### config.mk
export PLATFORM = sky130hd
export DESIGN_NAME = sweep_scheduler
export DESIGN_NICKNAME = d
export VERILOG_FILES = /design/src/rtl/sp_pkg.sv /design/src/rtl/axis_tracker.sv /design/src/rtl/sweep_scheduler.sv
export SDC_FILE = /design/constraint.sdc
export NUM_CORES = 1
export LEC_CHECK = 0
export ABC_AREA = 1
export BUFFER_PORTS_ARGS = -buffer_cell sky130_fd_sc_hd__buf_2
export CAP_MARGIN = 10
export CORE_UTILIZATION = 45
export DETAILED_ROUTE_END_ITERATION = 8
export PLACE_DENSITY = 0.73
export SYNTH_ARGS = -nofsm -noshare
export SYNTH_HDL_FRONTEND = slang
export SYNTH_SLANG_ARGS = --single-unit
### constraint.sdc
create_clock -name CLK -period 5.9 [get_ports CLK]
set_input_delay 1.18 -clock CLK [delete_from_list [all_inputs] [get_ports CLK]]
set_output_delay 1.18 -clock CLK [all_outputs]
set_load 0.01 [all_outputs]
### src/rtl/sp_pkg.sv
// Shared definitions for the sun-tracking sweep scheduler: state/STAT codes,
// axis phase select, servo direction encoding and default widths.
package sp_pkg;

  localparam int unsigned ADC_W_DEF = 12;
  localparam int unsigned STAT_W    = 3;

  // State encoding doubles as the externally visible STAT code.
  typedef enum logic [STAT_W-1:0] {
    ST_IDLE     = 3'd0,
    ST_SETTLE   = 3'd1,
    ST_SAMPLE   = 3'd2,
    ST_WAIT_EOC = 3'd3,
    ST_STEP     = 3'd4,
    ST_RETURN   = 3'd5,
    ST_FINISH   = 3'd6
  } state_e;

  // Which servo axis the sweep is currently driving.
  typedef enum logic {
    PH_H = 1'b0,
    PH_V = 1'b1
  } phase_e;

  localparam logic DIR_FWD = 1'b0;  // pos++
  localparam logic DIR_BWD = 1'b1;  // pos--

endpackage

### src/rtl/axis_tracker.sv
// Per-axis servo bookkeeping: position counter, peak-position register and the
// registered step/direction outputs that feed the servo driver.
//   clk_i, rst_ni : clock, async active-low reset
//   fwd_i         : request one forward step (pos++)
//   bwd_i         : request one backward step (pos--)
//   capture_i     : latch current position as the peak position
//   clear_i       : zero the peak position (new sweep)
//   pos_o         : tracked servo position
//   peak_o        : position of the recorded peak
//   step_o/dir_o  : one-cycle step pulse and its direction (dir holds between steps)
module axis_tracker
  import sp_pkg::*;
#(
  parameter int unsigned POS_W = 8,
  parameter int unsigned STEPS = 180
) (
  input  logic             clk_i,
  input  logic             rst_ni,
  input  logic             fwd_i,
  input  logic             bwd_i,
  input  logic             capture_i,
  input  logic             clear_i,
  output logic [POS_W-1:0] pos_o,
  output logic [POS_W-1:0] peak_o,
  output logic             step_o,
  output logic             dir_o
);

  localparam logic [POS_W-1:0] LAST = POS_W'(STEPS - 1);

  logic [POS_W-1:0] pos_q, pos_d;
  logic [POS_W-1:0] peak_q, peak_d;
  logic             step_q, step_d;
  logic             dir_q, dir_d;

  // Position is clamped to 0..STEPS-1; a step is only emitted when it moves.
  always_comb begin
    pos_d  = pos_q;
    peak_d = peak_q;
    step_d = 1'b0;
    dir_d  = dir_q;
    if (fwd_i && (pos_q < LAST)) begin
      pos_d  = pos_q + POS_W'(1);
      step_d = 1'b1;
      dir_d  = DIR_FWD;
    end else if (bwd_i && (pos_q != '0)) begin
      pos_d  = pos_q - POS_W'(1);
      step_d = 1'b1;
      dir_d  = DIR_BWD;
    end
    if (clear_i) begin
      peak_d = '0;
    end else if (capture_i) begin
      peak_d = pos_q;
    end
  end

  always_ff @(posedge clk_i or negedge rst_ni) begin
    if (!rst_ni) begin
      pos_q  <= '0;
      peak_q <= '0;
      step_q <= 1'b0;
      dir_q  <= DIR_FWD;
    end else begin
      pos_q  <= pos_d;
      peak_q <= peak_d;
      step_q <= step_d;
      dir_q  <= dir_d;
    end
  end

  assign pos_o  = pos_q;
  assign peak_o = peak_q;
  assign step_o = step_q;
  assign dir_o  = dir_q;

endmodule

### src/rtl/sweep_scheduler.sv
// Sun-tracking sweep sequencer. Sweeps the horizontal then vertical servo,
// samples the panel voltage once per position after a settle delay, tracks the
// peak and drives each servo back to its peak position.
//   CLK, RST_N          : clock, async active-low reset
//   TICK                : step-rate strobe
//   START / ABORT       : begin sweep (IDLE only) / return to IDLE
//   ADC_SOC, ADC_EOC,
//   ADC_DATA            : conversion handshake and sample
//   STEP_H/V, DIR_H/V   : servo step pulses and directions
//   BUSY, DONE, ERR     : status (ERR = sticky EOC timeout)
//   MAX_V, MAX_H_POS,
//   MAX_V_POS           : peak sample and where it occurred
//   STAT                : current state code
module sweep_scheduler
  import sp_pkg::*;
#(
  parameter int unsigned ADC_W        = ADC_W_DEF,
  parameter int unsigned POS_W        = 8,
  parameter int unsigned H_STEPS      = 180,
  parameter int unsigned V_STEPS      = 90,
  parameter int unsigned SETTLE_TICKS = 4,
  parameter int unsigned EOC_TIMEOUT  = 4095
) (
  input  logic              CLK,
  input  logic              RST_N,
  input  logic              TICK,
  input  logic              START,
  input  logic              ABORT,
  output logic              ADC_SOC,
  input  logic              ADC_EOC,
  input  logic [ADC_W-1:0]  ADC_DATA,
  output logic              STEP_H,
  output logic              STEP_V,
  output logic              DIR_H,
  output logic              DIR_V,
  output logic              BUSY,
  output logic              DONE,
  output logic              ERR,
  output logic [ADC_W-1:0]  MAX_V,
  output logic [POS_W-1:0]  MAX_H_POS,
  output logic [POS_W-1:0]  MAX_V_POS,
  output logic [STAT_W-1:0] STAT
);

  localparam int unsigned SET_W = $clog2(SETTLE_TICKS + 1);
  localparam int unsigned TO_W  = $clog2(EOC_TIMEOUT + 1);

  localparam logic [SET_W-1:0] SET_LAST = SET_W'(SETTLE_TICKS - 1);
  localparam logic [TO_W-1:0]  TO_LAST  = TO_W'(EOC_TIMEOUT - 1);
  localparam logic [POS_W-1:0] H_LAST   = POS_W'(H_STEPS - 1);
  localparam logic [POS_W-1:0] V_LAST   = POS_W'(V_STEPS - 1);

  state_e             state_q, state_d;
  phase_e             phase_q, phase_d;
  logic [SET_W-1:0]   set_cnt_q, set_cnt_d;
  logic [TO_W-1:0]    to_cnt_q, to_cnt_d;
  logic [ADC_W-1:0]   max_v_q, max_v_d;
  logic               err_q, err_d;
  logic               soc_q, soc_d;
  logic               done_q, done_d;
  logic               busy_q, busy_d;
  logic [STAT_W-1:0]  stat_q;

  logic               fwd_h, bwd_h, fwd_v, bwd_v;
  logic               cap_h, cap_v, clr_peaks;
  logic [POS_W-1:0]   pos_h, peak_h, pos_v, peak_v;
  logic [POS_W-1:0]   cur_pos, cur_peak, cur_last;

  // Axis currently being swept.
  assign cur_pos  = (phase_q == PH_H) ? pos_h  : pos_v;
  assign cur_peak = (phase_q == PH_H) ? peak_h : peak_v;
  assign cur_last = (phase_q == PH_H) ? H_LAST : V_LAST;

  // State register.
  always_ff @(posedge CLK or negedge RST_N) begin
    if (!RST_N) begin
      state_q <= ST_IDLE;
      phase_q <= PH_H;
    end else begin
      state_q <= state_d;
      phase_q <= phase_d;
    end
  end

  // Next-state logic; ABORT overrides every transition.
  always_comb begin
    state_d = state_q;
    phase_d = phase_q;
    if (ABORT) begin
      state_d = ST_IDLE;
    end else begin
      case (state_q)
        ST_IDLE: begin
          if (START) begin
            state_d = ST_SETTLE;
            phase_d = PH_H;
          end
        end
        ST_SETTLE: begin
          if (TICK && (set_cnt_q == SET_LAST)) state_d = ST_SAMPLE;
        end
        ST_SAMPLE: state_d = ST_WAIT_EOC;
        ST_WAIT_EOC: begin
          if (ADC_EOC) begin
            state_d = (cur_pos < cur_last) ? ST_STEP : ST_RETURN;
          end else if (to_cnt_q == TO_LAST) begin
            state_d = ST_IDLE;
          end
        end
        ST_STEP: begin
          if (TICK) state_d = ST_SETTLE;
        end
        ST_RETURN: begin
          // Back at the peak: hand over to the vertical axis or finish.
          if (cur_pos == cur_peak) begin
            if (phase_q == PH_H) begin
              phase_d = PH_V;
              state_d = ST_SETTLE;
            end else begin
              state_d = ST_FINISH;
            end
          end
        end
        ST_FINISH: state_d = ST_IDLE;
        default:   state_d = ST_IDLE;
      endcase
    end
  end

  // Output / datapath next values.
  always_comb begin
    soc_d     = (state_d == ST_SAMPLE);
    done_d    = (state_d == ST_FINISH);
    busy_d    = (state_d != ST_IDLE);
    err_d     = err_q;
    max_v_d   = max_v_q;
    set_cnt_d = set_cnt_q;
    to_cnt_d  = to_cnt_q;
    fwd_h     = 1'b0;
    bwd_h     = 1'b0;
    fwd_v     = 1'b0;
    bwd_v     = 1'b0;
    cap_h     = 1'b0;
    cap_v     = 1'b0;
    clr_peaks = 1'b0;
    if (!ABORT) begin
      case (state_q)
        ST_IDLE: begin
          if (START) begin
            clr_peaks = 1'b1;
            err_d     = 1'b0;
            max_v_d   = '0;
            set_cnt_d = '0;
          end
        end
        ST_SETTLE: begin
          if (TICK) begin
            set_cnt_d = (set_cnt_q == SET_LAST) ? '0 : set_cnt_q + SET_W'(1);
          end
        end
        ST_SAMPLE: to_cnt_d = '0;
        ST_WAIT_EOC: begin
          if (ADC_EOC) begin
            // Strict compare: ties keep the earlier position.
            if (ADC_DATA > max_v_q) begin
              max_v_d = ADC_DATA;
              cap_h   = (phase_q == PH_H);
              cap_v   = (phase_q == PH_V);
            end
          end else if (to_cnt_q == TO_LAST) begin
            err_d = 1'b1;
          end else begin
            to_cnt_d = to_cnt_q + TO_W'(1);
          end
        end
        ST_STEP: begin
          if (TICK) begin
            fwd_h     = (phase_q == PH_H);
            fwd_v     = (phase_q == PH_V);
            set_cnt_d = '0;
          end
        end
        ST_RETURN: begin
          if (cur_pos == cur_peak) begin
            set_cnt_d = '0;
          end else if (TICK) begin
            bwd_h = (phase_q == PH_H);
            bwd_v = (phase_q == PH_V);
          end
        end
        default: ;
      endcase
    end
  end

  // Registered outputs and datapath.
  always_ff @(posedge CLK or negedge RST_N) begin
    if (!RST_N) begin
      set_cnt_q <= '0;
      to_cnt_q  <= '0;
      max_v_q   <= '0;
      err_q     <= 1'b0;
      soc_q     <= 1'b0;
      done_q    <= 1'b0;
      busy_q    <= 1'b0;
      stat_q    <= '0;
    end else begin
      set_cnt_q <= set_cnt_d;
      to_cnt_q  <= to_cnt_d;
      max_v_q   <= max_v_d;
      err_q     <= err_d;
      soc_q     <= soc_d;
      done_q    <= done_d;
      busy_q    <= busy_d;
      stat_q    <= state_d;
    end
  end

  axis_tracker #(
    .POS_W (POS_W),
    .STEPS (H_STEPS)
  ) u_axis_h (
    .clk_i     (CLK),
    .rst_ni    (RST_N),
    .fwd_i     (fwd_h),
    .bwd_i     (bwd_h),
    .capture_i (cap_h),
    .clear_i   (clr_peaks),
    .pos_o     (pos_h),
    .peak_o    (peak_h),
    .step_o    (STEP_H),
    .dir_o     (DIR_H)
  );

  axis_tracker #(
    .POS_W (POS_W),
    .STEPS (V_STEPS)
  ) u_axis_v (
    .clk_i     (CLK),
    .rst_ni    (RST_N),
    .fwd_i     (fwd_v),
    .bwd_i     (bwd_v),
    .capture_i (cap_v),
    .clear_i   (clr_peaks),
    .pos_o     (pos_v),
    .peak_o    (peak_v),
    .step_o    (STEP_V),
    .dir_o     (DIR_V)
  );

  assign ADC_SOC   = soc_q;
  assign BUSY      = busy_q;
  assign DONE      = done_q;
  assign ERR       = err_q;
  assign MAX_V     = max_v_q;
  assign MAX_H_POS = peak_h;
  assign MAX_V_POS = peak_v;
  assign STAT      = stat_q;

endmodule

==> results.md <==
Floorplan:
- The core region area is roughly 10,000 um^2.
- The floorplan step set the die width to 105 um.
- The die span in y is about 100 um.
- The number of standard-cell rows in the floorplan is 37.
- The initial cell density of the core is between 40% and 50%.
- During I/O placement, the number of pins put on the boundary was 57.
- The die outline area is 10,900 um^2.

Power:
- In this run, the combinational gates consume approximately 15% of the power.
- The worst vdd rail ir drop is 0.0936 mV.
- Registers are responsible for between 40% and 50% of the overall power.
- For this design the ratio of total power to cell area is 204 nW/um^2.
- The net switching power is approximately 320 uW.
- The clock power share is 36.8%.
- The leakage power figure is 0.00282 uW.
- In this run switching power makes up between 20% and 30% of total power.
- The internal power is ~760 uW.

Clock tree:
- Once the clock tree was built, the setup fixing pass inserted 0 buffers.
- The clock tree from TritonCTS is yes.
- In this run the number of H-tree levels came out at 3.
- The clock root buffer is clkbuf_8.
- The number of buffers between clock root and the deepest sink is 2.
- The hold buffer count at cts is 0.
- Buffers inserted during clock tree synthesis total 9.
- After clock tree synthesis, the clock-pin slew on the worst setup and hold paths is ~0.070 ns.
- At the later pin of the worst-skew pair, clock insertion delay measures 0.36 ns.
- The TritonCTS sink count is 71.
- The total of cells resized after clock tree synthesis is 0.

Synthesis:
- The number of enable flip-flop cells after synthesis is 0.
- In the synthesized netlist, the number of instances is 632.
- In this run, distinct cell masters in the synthesized netlist total 42.
- Of the post-synthesis cell area, the dominant cell type holds 37.5%.
- The post-synthesis sequential area ratio is 37.5%.
- The post-synthesis net count is 679.
- The register bit count reported by yosys is 71.
- In the synthesized netlist the dominant register cell turns out to be dfrtp_1.
- The leading area contributor after synthesis is dfrtp_1.
- Counting flops with an async set or reset pin after synthesis yields a share of 100%.
- After synthesis, the largest family of logic cells by area is simple AND/OR/NAND/NOR gates.
- The synthesis warning total is 0.
- Summing the areas of all xor and xnor instances in the mapped netlist gives approximately 2.6% of the synthesized area.
- Yosys attributes the largest share of cell area to dfrtp_1 37%, nand2_1 15%, ha_1 7.1%.
- In the synthesized netlist, mux cells make up 0% of the area.
- The average cell area after synthesis is 7.50 um^2.
- The share of synthesized cell area in and, or, nand and nor gates is 30.2%.
- Summing the areas of all fa, ha and maj instances in the mapped netlist gives 7.97% of the synthesized area.
- The synthesized netlist devotes 12.6% of its cell area to compound gates.
- The mapped netlist covers 4740 um^2.

Critical path:
- The setup path with the least slack is of type reg -> reg.
- Among the stages of the critical path, the cell type that occurs most often is nand2_1.
- Data arrives at the worst endpoint at between 3 and 4 ns.
- The largest fanout on the critical path is 35.
- The biggest cell delay along the critical path is 1.06 ns.
- In this design, the largest share of critical-path delay is due to simple AND/OR/NAND/NOR gates.
- The destination of the worst register-to-register timing path is u_axis_v.pos_o[7]$_DFFE_PN0P_.
- The logic depth of the worst register-to-register path is 11.
- Walking the worst path, the cells encountered are inv_6 -> nor3_2 -> nand3_1 -> ha_1 -> nand2_1 -> o21bai_1 -> nand3_1 -> and3_1 -> xor2_1 -> nand2_1 -> nand2_1.
- Counting both buffers and inverters, the worst setup path holds a total of 1.
- STA classifies the critical path startpoint as a flop.
- The startpoint identified for the worst register-to-register timing path is phase_q$_DFFE_PN0P_.
- The slowest stage of the critical path is the dfrtp_1 cell.
- STA puts the critical path data required time at 6.15 ns.
- STA classifies the critical path endpoint as a flop.
- The register-to-register setup slack is 2.31 ns.

Timing:
- The maximum operating frequency is roughly 280 MHz.
- The hold violation count in the final report is 0.
- Setup repair after global routing left no endpoint under its margin.
- The routed design could run at a clock period as short as 3.59 ns.
- The final clock period utilization by the worst path is a little over 60%.
- The worst slew slack as a fraction of its limit is 27.9%.
- After routing, the total negative slack on setup checks comes to 0 ns.
- The pin slew with the least headroom to its limit is 1.08 ns.
- The final count of pins violating max slew came to 0.
- Setup violations remaining at the end of the flow were counted as 0.
- The tightest hold margin is 0.484 ns.
- Clock skew on the completed layout was measured at between 0.01 and 0.015 ns.

Global routing:
- For this run the aggregate overflow at the end of global routing stands at 0.
- The first global-routing pass estimated 19.3 mm of wire.
- The via count of the first global-routing pass is 4,225.
- The number of antenna violations at the first check in global routing is 0.
- The largest net degree at the start of global routing is between 70 and 80.
- Global routing used 21.8% of the available tracks.

Hold path:
- The worst-case hold path end point is u_axis_h.dir_o$_DFFE_PN0P_.
- The startpoint identified for the worst hold timing path is u_axis_h.dir_o$_DFFE_PN0P_.
- Counting instances, the worst hold path has a depth of 2.
- The class of the tightest hold or removal check is reg -> reg.

Job:
- Max-cap violations in this run came to 0.

Placed design:
- During placement, the flow inserted port buffers numbering 56.
- The final weighted congestion in routability-driven placement is 0.844.
- The HPWL after detailed placement is 8.35 mm.

Route:
- Before antenna repair, the detailed router went through 4 iterations.
- Summed over all layers, the routed wires come to 11.2 mm.
- The mean number of vias per cell is 5.24.
- The wire length per cell after detailed routing is between 10 and 15 um.
- The count of nets left with antenna violations once routing finished came out at 0.
- For this run, design rule violations remaining after detail routing come to 0.
- The via total after detailed routing is between 4,000 and 5,000.
- The initial detailed-routing violation count is about 250.

Cells and area:
- The final antenna diode count is 0.
- Leaving out fill and tap cells, the most frequent cell in the layout is nand2_1.
- The top cell types in the final layout, fill and taps aside, are 192 x nand2_1, 84 x inv_1, 71 x dfrtp_1.
- The number of fillers in the final layout is between 1,000 and 1,500.
- The area growth from synthesis to layout is 11.7%.
- At the end of the flow, the number of nets in the layout was around 740.
- Of the cells placed in the final design, the portion with a size suffix greater than 1 is roughly 15%.

Run status:
- The run finished with clean final reports.
==> worst max path at each step <==
stage / depth (start not counted) / end / slack (ns) / from
floorplan: 11 / u_axis_v.pos_o[7]$_DFFE_PN0P_ / 2.72 / TICK
global placement: 12 / u_axis_v.pos_o[7]$_DFFE_PN0P_ / 2.35 / TICK
detailed placement: 12 / u_axis_v.pos_o[7]$_DFFE_PN0P_ / 2.22 / TICK
CTS: 11 / u_axis_v.pos_o[7]$_DFFE_PN0P_ / 2.34 / phase_q$_DFFE_PN0P_
global route: 11 / u_axis_v.pos_o[7]$_DFFE_PN0P_ / 2.02 / phase_q$_DFFE_PN0P_
finish: 11 / u_axis_v.pos_o[7]$_DFFE_PN0P_ / 2.31 / phase_q$_DFFE_PN0P_
==> synthesized netlist by cell type (2+ instances only) <==
master      n
a21oi_1    25
o21ai_1     3
a21boi_0    2
xor2_1     12
buf_6       5
dfrtp_1    71
o21ai_2    12
o21ai_0    31
ha_1       27
o21a_1      2
o31ai_1     2
buf_8       2
nand3_1    39
nand2_1   192
a31oi_1     2
nor3_1     11
o22ai_1    14
and3_1      2
nand4_1    23
nand2_2     2
xnor2_1     2
nor2_1     39
clkbuf_1    4
nand2_4     2
inv_1      84
nor2_2      5
fa_1        2
==> cells by family (layout without fill, tap and decap cells) <==
| logic type | after synthesis | after routing |
|---|---|---|
| fa+ha+maj | 29 | 29 |
| simple gates | 323 | 323 |
| flops | 71 | 71 |
| compound gates | 98 | 98 |
| xor+xnor | 14 | 14 |
| buf+inv | 97 | 159 |
==> worst min-delay path, stage by stage (launching register included) <==
cell	delay, ns
dfrtp_1	0.34
nand2_1	0.05
nand2_1	0.06
==> flip-flops by register name, summed over array words and instances (netlist names) <==
name	flops
MAX_V	12
to_cnt_q	12
u_axis_h.peak_o	8
u_axis_h.pos_o	8
u_axis_v.peak_o	8
u_axis_v.pos_o	8
STAT	3
set_cnt_q	3
ADC_SOC	1
BUSY	1
DONE	1
ERR	1
phase_q	1
u_axis_h.dir_o	1
u_axis_h.step_o	1
u_axis_v.dir_o	1
u_axis_v.step_o	1
==> per-stage QoR <==
step | utilization (%) | worst slack [ns] | power (uW) | cell area [um^2] | instances
final | 51.5 | 2.31 | 1080 | 5300 | 830
after global routing | 51.5 | 2.02 | 1130 | 5300 | 830
after CTS | 51.5 | 2.34 | 1090 | 5300 | 830
after detailed placement | 49.6 | 2.22 | 692 | 5100 | 814
after global placement | 49.6 | 2.35 | 686 | 5100 | 814
after floorplan | - | 2.72 | 652 | 4740 | 632
==> power groups by stage <==
stage | sequential, uW | clock (uW) | combinational (uW)
floorplan | 517 | 0 | 135
finish | 521 | 397 | 162
global route | 524 | 422 | 188
global placement | 529 | 0 | 157
detailed placement | 530 | 0 | 162
CTS | 520 | 405 | 163
==> per-layer routing <==
layer  part of all wire [%]  wire length (um)  GRT usage, %  vias up
met5                      0                 0             0        -
met4                    1.7               195          8.15        0
met3                    5.5               616          3.68       16
met2                     48              5430          37.6      101
met1                     44              5000          27.4     2049
li1                       -                 -             -     2185
==> area by class of cell <==
cell class | count | area (um^2) | share of cell area, %
flip-flops and latches | 71 | 1780 | 33.5
well taps | 136 | 170 | 3.21
clock inverters | 6 | 60.1 | 1.13
inverters | 85 | 324 | 6.12
repair buffers | 58 | 298 | 5.62
clock buffers | 10 | 138 | 2.60
multi-input cells | 464 | 2530 | 47.8
No activity file was read; power rests on OpenSTA's default activity.
